===== config.mk =====
export PLATFORM = sky130hd
export DESIGN_NAME = tausworthe_histogram
export DESIGN_NICKNAME = d
export VERILOG_FILES = /design/src/rtl/tausworthe_histogram.sv
export SDC_FILE = /design/constraint.sdc
export NUM_CORES = 1
export LEC_CHECK = 0
export ABC_AREA = 0
export CAP_MARGIN = 30
export CORE_MARGIN = 2
export CORE_UTILIZATION = 35
export CTS_BUF_LIST = sky130_fd_sc_hd__clkbuf_4 sky130_fd_sc_hd__clkbuf_8
export CTS_CLUSTER_DIAMETER = 100
export DETAILED_ROUTE_END_ITERATION = 12
export GPL_ROUTABILITY_DRIVEN = 0
export HOLD_SLACK_MARGIN = 0.02
export PLACE_DENSITY = 0.57
export SYNTH_ARGS = -nofsm -noshare
export SYNTH_HDL_FRONTEND = slang
export SYNTH_SLANG_ARGS = --single-unit

===== constraint.sdc =====
create_clock -name clk -period 3.2 [get_ports clk]
set_clock_uncertainty 0.1 [all_clocks]
set_input_delay 0.64 -clock clk [delete_from_list [all_inputs] [get_ports clk]]
set_output_delay 0.64 -clock clk [all_outputs]
set_load 0.01 [all_outputs]

===== src/rtl/tausworthe_histogram.sv =====
// Histogram collector for tausworthe generator output: bins a fixed-length run of
// samples by their top bits into saturating counters, then streams the bins out.
module tausworthe_histogram #(
  parameter int BIN_BITS  = 3,
  parameter int CNT_W     = 16,
  parameter int N_SAMPLES = 1024
) (
  input  logic                clk,
  input  logic                rst,
  input  logic                start,
  input  logic                in_val,
  input  logic [31:0]         in_data,
  input  logic                out_rdy,
  output logic                out_val,
  output logic [BIN_BITS-1:0] out_bin,
  output logic [CNT_W-1:0]    out_count,
  output logic                busy,
  output logic                done
);

  localparam int NBINS  = 1 << BIN_BITS;
  localparam int SCNT_W = $clog2(N_SAMPLES + 1);

  localparam logic [1:0] S_IDLE    = 2'd0;
  localparam logic [1:0] S_COLLECT = 2'd1;
  localparam logic [1:0] S_DUMP    = 2'd2;
  localparam logic [1:0] S_DONE    = 2'd3;

  localparam logic [SCNT_W-1:0]   LAST_SAMPLE = SCNT_W'(N_SAMPLES - 1);
  localparam logic [BIN_BITS-1:0] LAST_BIN    = BIN_BITS'(NBINS - 1);

  function automatic logic [CNT_W-1:0] sat_inc(input logic [CNT_W-1:0] v);
    if (v == {CNT_W{1'b1}}) begin
      sat_inc = v;
    end else begin
      sat_inc = v + CNT_W'(1);
    end
  endfunction

  logic [1:0]          state_r;
  logic [SCNT_W-1:0]   scnt_r;
  logic [BIN_BITS-1:0] ptr_r;
  logic [BIN_BITS-1:0] ptr_nxt_s;
  logic [CNT_W-1:0]    bin_r     [NBINS];
  logic [CNT_W-1:0]    bin_nxt_s [NBINS];
  logic [BIN_BITS-1:0] idx_s;
  logic                hit_s;
  logic                out_val_r;
  logic [BIN_BITS-1:0] out_bin_r;
  logic [CNT_W-1:0]    out_count_r;
  logic                busy_r;
  logic                done_r;
  logic                unused_data_s;

  assign idx_s         = in_data[31 -: BIN_BITS];
  assign unused_data_s = ^in_data[31-BIN_BITS:0];
  assign hit_s         = (state_r == S_COLLECT) && in_val;
  assign ptr_nxt_s     = ptr_r + BIN_BITS'(1);

  assign out_val   = out_val_r;
  assign out_bin   = out_bin_r;
  assign out_count = out_count_r;
  assign busy      = busy_r;
  assign done      = done_r;

  // Next bin values including the sample accepted this cycle
  always_comb begin
    for (int i = 0; i < NBINS; i++) begin
      if (hit_s && (idx_s == BIN_BITS'(i))) begin
        bin_nxt_s[i] = sat_inc(bin_r[i]);
      end else begin
        bin_nxt_s[i] = bin_r[i];
      end
    end
  end

  // Bin storage: cleared on a new run, otherwise follows the next-value array
  always_ff @(posedge clk or negedge rst) begin
    if (!rst) begin
      for (int i = 0; i < NBINS; i++) begin
        bin_r[i] <= {CNT_W{1'b0}};
      end
    end else if ((state_r == S_IDLE) && start) begin
      for (int i = 0; i < NBINS; i++) begin
        bin_r[i] <= {CNT_W{1'b0}};
      end
    end else begin
      for (int i = 0; i < NBINS; i++) begin
        bin_r[i] <= bin_nxt_s[i];
      end
    end
  end

  // Run control FSM and registered output word
  always_ff @(posedge clk or negedge rst) begin
    if (!rst) begin
      state_r     <= S_IDLE;
      scnt_r      <= {SCNT_W{1'b0}};
      ptr_r       <= {BIN_BITS{1'b0}};
      out_val_r   <= 1'b0;
      out_bin_r   <= {BIN_BITS{1'b0}};
      out_count_r <= {CNT_W{1'b0}};
      busy_r      <= 1'b0;
      done_r      <= 1'b0;
    end else begin
      case (state_r)
        S_IDLE: begin
          if (start) begin
            state_r <= S_COLLECT;
            scnt_r  <= {SCNT_W{1'b0}};
            busy_r  <= 1'b1;
          end
        end
        S_COLLECT: begin
          if (in_val) begin
            scnt_r <= scnt_r + SCNT_W'(1);
            if (scnt_r == LAST_SAMPLE) begin
              // First word forwards bin 0 including the final sample
              state_r     <= S_DUMP;
              ptr_r       <= {BIN_BITS{1'b0}};
              out_val_r   <= 1'b1;
              out_bin_r   <= {BIN_BITS{1'b0}};
              out_count_r <= bin_nxt_s[0];
            end
          end
        end
        S_DUMP: begin
          if (out_rdy) begin
            if (ptr_r == LAST_BIN) begin
              state_r   <= S_DONE;
              out_val_r <= 1'b0;
              busy_r    <= 1'b0;
              done_r    <= 1'b1;
            end else begin
              ptr_r       <= ptr_nxt_s;
              out_bin_r   <= ptr_nxt_s;
              out_count_r <= bin_r[ptr_nxt_s];
            end
          end
        end
        S_DONE: begin
          state_r <= S_IDLE;
          done_r  <= 1'b0;
        end
        default: begin
          state_r   <= S_IDLE;
          out_val_r <= 1'b0;
          busy_r    <= 1'b0;
          done_r    <= 1'b0;
        end
      endcase
    end
  end

endmodule


# [Word-level counts from Yosys, hierarchy flattened]
# Cells that the tools add are included.
[op_classes] eq_ne=33 n_lt_le_gt_ge=1 mux=49 multipliers=0 add_sub_neg=10 n_bitwise=1 n_shift=0 n_reduce_logical=36 n_div=0
[ops] operator="$mux 16" count=22
[ops] operator="$add 16x1->16 const B" count=8
[ops] operator="$eq 16x16->1 const B" count=8
[ops] operator="$mux 128" count=1
[ops] operator="$bmux 16 s3" count=1
[ops] operator="$pmux 16 s2" count=1
[ops] operator="$mux 11" count=2
[ops] operator="$pmux 11 s2" count=1
[ops] operator="$reduce_bool 2->1" count=11
[ops] operator="$ne 2x1->1 const B" count=8
[ops] operator="$eq 3x3->1 const B" count=5
[ops] operator="$reduce_and 5->1" count=3
[ops] operator="$reduce_and 2->1" count=7
[ops] operator="$mux 3" count=4
[ops] operator="$add 11x1->11 const B" count=1
[ops] operator="$eq 11x10->1 const B" count=1
[ops] operator="$logic_and 1x1->1" count=10
[ops] operator="$mux 2" count=5
[ops] operator="$ne 2x2->1 const B" count=5
[ops] operator="$pmux 2 s4" count=1
[ops] operator="$mux 1" count=7
[ops] operator="$eq 3x2->1 const B" count=2
[ops] operator="$pmux 1 s2" count=3
[ops] operator="$pmux 3 s2" count=1
[ops] operator="other kinds (10)" count=12
[totals] latch_bits=0 romBits=0 reg_bits=163 mem_count=0 ramBits=0

# [Depth between registers and ports, before layout]
[depth] word_depth=8 mapped_depth=10 depth_no_buf=7

# [Worst setup path after synthesis]
# No wires, ideal clock.
[synth_path] path_type="register to register" from="reg, netlist name out_bin[0]" to="reg out_count_r[0], in the netlist out_count[0]" n_path_buf=3 required_time_ns=2.967 synth_period_minus_slack_ns=2.652 setup_slack_ns=0.548 stages_incl_launch_ff=9 setup_ns=0.133 t_arrival_ns=2.419 path_cell_list="dfrtp_1 -> ha_1 -> buf_2 -> buf_2 -> buf_2 -> mux4_2 -> mux2_2 -> nand4_1 -> o211ai_1"
[synth_rtl] element="end signal: assignment" line="102" rtl="out_count_r <= {CNT_W{1'b0}};"
[synth_rtl] element="end signal: assignment" line="123" rtl="out_count_r <= bin_nxt_s[0];"
[synth_rtl] element="end signal: assignment" line="137" rtl="out_count_r <= bin_r[ptr_nxt_s];"
[synth_rtl] element="end: declaration" line="50" rtl="logic [CNT_W-1:0] out_count_r;"

==> flow_metrics.py <==
metrics = {
    "run_status": {
        "status": "finished clean",
    },
    "worst_setup_path": {
        "cp.arrival_ps": 2950,
        "end_kind": "register",
        "crit_family": "multiplexers",
        "cp.required_ps": 3460,
        "cpPeakStageDelay_ps": 690,
        "start_kind": "register",
        "crit_slowest_cell": "ha_2",
        "path_class": "reg2reg",
        "crit_buf_inv": 0,
        "crit_path_cell_trace": "ha_2, mux4_2, mux2_2, nand2_1, o31ai_1, mux2_2",
        "cp_common_cell": "mux2_2",
        "cp_max_fo": 16,
    },
    "sta": {
        "fin_crit_sh": 0.842,
        "finalMaxSlewViolations": 0,
        "min_period_ps": 2700,
        "tightest_slew_ps": 700,
        "setup_violations": 0,
        "fmax_ghz": 0.371,
        "whs_ps": 431,
        "hold_violations": 0,
        "rsz0062_at_grt": "no",
        "relSlewSlack": 0.532,
        "tns_ps": 0,
    },
    "finish": {
        "multi_input_area_um2": 5430,
        "layout_commonest_cell": "dfrtp_1",
        "final_cell_count_no_fill": 1442,
        "fin_nets": 1103,
        "area_growth_pct": 13.5,
        "fillers": 2732,
        "mostFrequentLayoutCells": "dfrtp_1, nor2_1, xnor2_1, nand2_1, nand3_1",
        "drive_gt1_frac": 0.129,
        "fin_util": 0.402,
        "diodes": 0,
        "design_area_um2": 11100,
        "ff_latch_area_um2": 4080,
    },
    "place": {
        "dpl_cell_area_um2": 10700,
        "place_hpwl_um": 19100,
        "port_buffers": 29,
        "place_inst": 1409,
    },
    "flow_run": {
        "cap_violations": 0,
    },
    "floorplanning": {
        "num_io_pins": 59,
        "core-area_um2": 27700,
        "die_y_um": 171,
        "fp-row-count": 61,
        "die_x_um": 171,
        "dieArea_um2": 29400,
        "start_util": 0.354,
    },
    "grt": {
        "top_usage_layer": "met2",
        "grt_use_met2": 0.280,
        "grt_usage": 0.186,
        "grt_pass1_wl_um": 42400,
        "grt_util_met1": 0.273,
        "grtUsageMet3": 0.0281,
        "grt_pass1_vias": 7527,
        "globalRouteOverflowTotal": 0,
        "antenna_found_initial": 0,
        "grt_max_degree": 60,
    },
    "clock_tree": {
        "cts_buffer_depth": 2,
        "clockRootBuffer": "clkbuf_8",
        "insertion_delay_ps": 480,
        "clk_pin_slew_ps": 90,
        "clkSinkCount": 163,
        "cts_resized": 0,
        "cts_tree": "yes",
        "htreeDepth": 4,
        "numCtsBuffers": 17,
    },
    "synthesis": {
        "netlist.area_leader.share": 0.416,
        "synth_nets": 1066,
        "synthTopCellsByArea": "dfrtp_1, xnor2_1, mux4_2, nor2_1, nand3_1",
        "synth_edf_count": 0,
        "ys_types": 56,
        "async_reset_ff_frac": 1.00,
        "synth_area_um2": 9810,
        "ys_ff_latch": 163,
        "yosys.area.top_type": "dfrtp_1",
        "ys.flop_type": "dfrtp_1",
        "syn_inst": 1014,
        "post_synth.cell_area_avg_um2": 9.68,
        "synth_seq_area_share": 0.416,
        "synth-warning-count": 0,
    },
    "routing": {
        "avgRoutedWirePerCell_um": 18.0,
        "viasPerCell": 5.49,
        "route.vias.total": 7911,
        "drt_iter0_markers": 841,
        "drt_pass1_iterations": 6,
        "postRouteAntennaNets": 0,
        "drc": 0,
        "wl_um": 26000,
    },
    "pwr": {
        "power.density_nw_per_um2": 494,
        "power.leakage_nw": 4.40,
        "irDropWorstVdd_v": 0.000269,
    },
    "hold_path": {
        "hold_class": "reg2reg",
    },
}
[worst register-to-register path, cell delays in order (launching register included)]
cell and delay [ps]:
dfrtp_1 420, ha_2 690, mux4_2 620, mux2_2 310, nand2_1 90, o31ai_1 90, mux2_2 280
[through the flow]
| stage | total power [mW] | worst slack, ps |
|---|---|---|
| after CTS | 5.57 | 481 |
| final | 5.51 | 505 |
| after floorplan | 3.40 | 548 |
| after global placement | 3.93 | 235 |
| after global routing | 5.81 | 227 |
| after detailed placement | 3.95 | 231 |
[final timing paths]
path	start	end	slack [ps]	depth (start not counted)
worst max register to register	out_bin[1]$_DFFE_PN0P_	out_count[6]$_DFFE_PN0P_	500	6
max in group asynchronous	rst	bin_r[101]$_DFFE_PN0P_	1550	3
min in group asynchronous	rst	bin_r[51]$_DFFE_PN0P_	570	2
worst max-delay path	out_bin[1]$_DFFE_PN0P_	out_count[6]$_DFFE_PN0P_	500	6
worst min register to register	out_count[10]$_DFFE_PN0P_	out_count[10]$_DFFE_PN0P_	430	2
worst min-delay path	out_count[10]$_DFFE_PN0P_	out_count[10]$_DFFE_PN0P_	430	2
[per-layer routing]
metal / share of wire / vias up
met5: 0 / -
met4: 0.019 / 0
met3: 0.051 / 29
met2: 0.45 / 188
met1: 0.48 / 3882
li1: - / 3812
[Yosys cell counts, types with 16 or more instances]
| master | n |
|---|---|
| nor3_1 | 19 |
| nor4_1 | 33 |
| o21ai_0 | 30 |
| nand3_1 | 52 |
| xnor2_1 | 88 |
| dfrtp_1 | 163 |
| mux4_2 | 32 |
| a21oi_1 | 29 |
| nand4_1 | 36 |
| clkbuf_1 | 41 |
| o211ai_1 | 18 |
| inv_1 | 19 |
| a211oi_1 | 26 |
| mux2i_1 | 16 |
| xor2_1 | 19 |
| and3_1 | 26 |
| nor2_1 | 141 |
| nand2_1 | 69 |
[sequential cells by signal (all words and copies together) (netlist names)]
register,flops
busy,1
scnt_r,11
out_val,1
state_r,2
bin_r,128
done,1
out_count,16
out_bin,3
[cell families after synthesis]
group                      Yosys count  synth area share
buffers and inverters               75            0.0316
xor gates and xnor gates           107            0.0955
AOI/OAI and AO/OA                  155             0.109
DFF                                163             0.416
and+or+nand+nor                    437             0.223
adders and majority gates           15            0.0191
muxes                               62             0.106
[what timing repair did]
item | in CTS | in global routing
setup buffers | 0 | 0
endpoints found under the hold margin | 43 | 0
hold buffers | 1 | 0
setup endpoints to repair | 0 | 0
[area by class of cell]
type                            count  area share
Multi-Input combinational cell    776       0.487
Sequential cell                   163       0.366
Timing Repair Buffer               74      0.0601
Tap cell                          378      0.0425
Clock buffer                       20      0.0247
Clock inverter                     12      0.0130
Inverter                           19     0.00640
[power by group]
group / leakage, nW / switching [mW] / total, mW / internal, mW
Clock: 0.207 / 0.844 / 1.61 / 0.769
Combinational: 1.93 / 0.968 / 1.61 / 0.645
Sequential: 2.26 / 0.120 / 2.28 / 2.16
(Power assumes the default switching activity.)
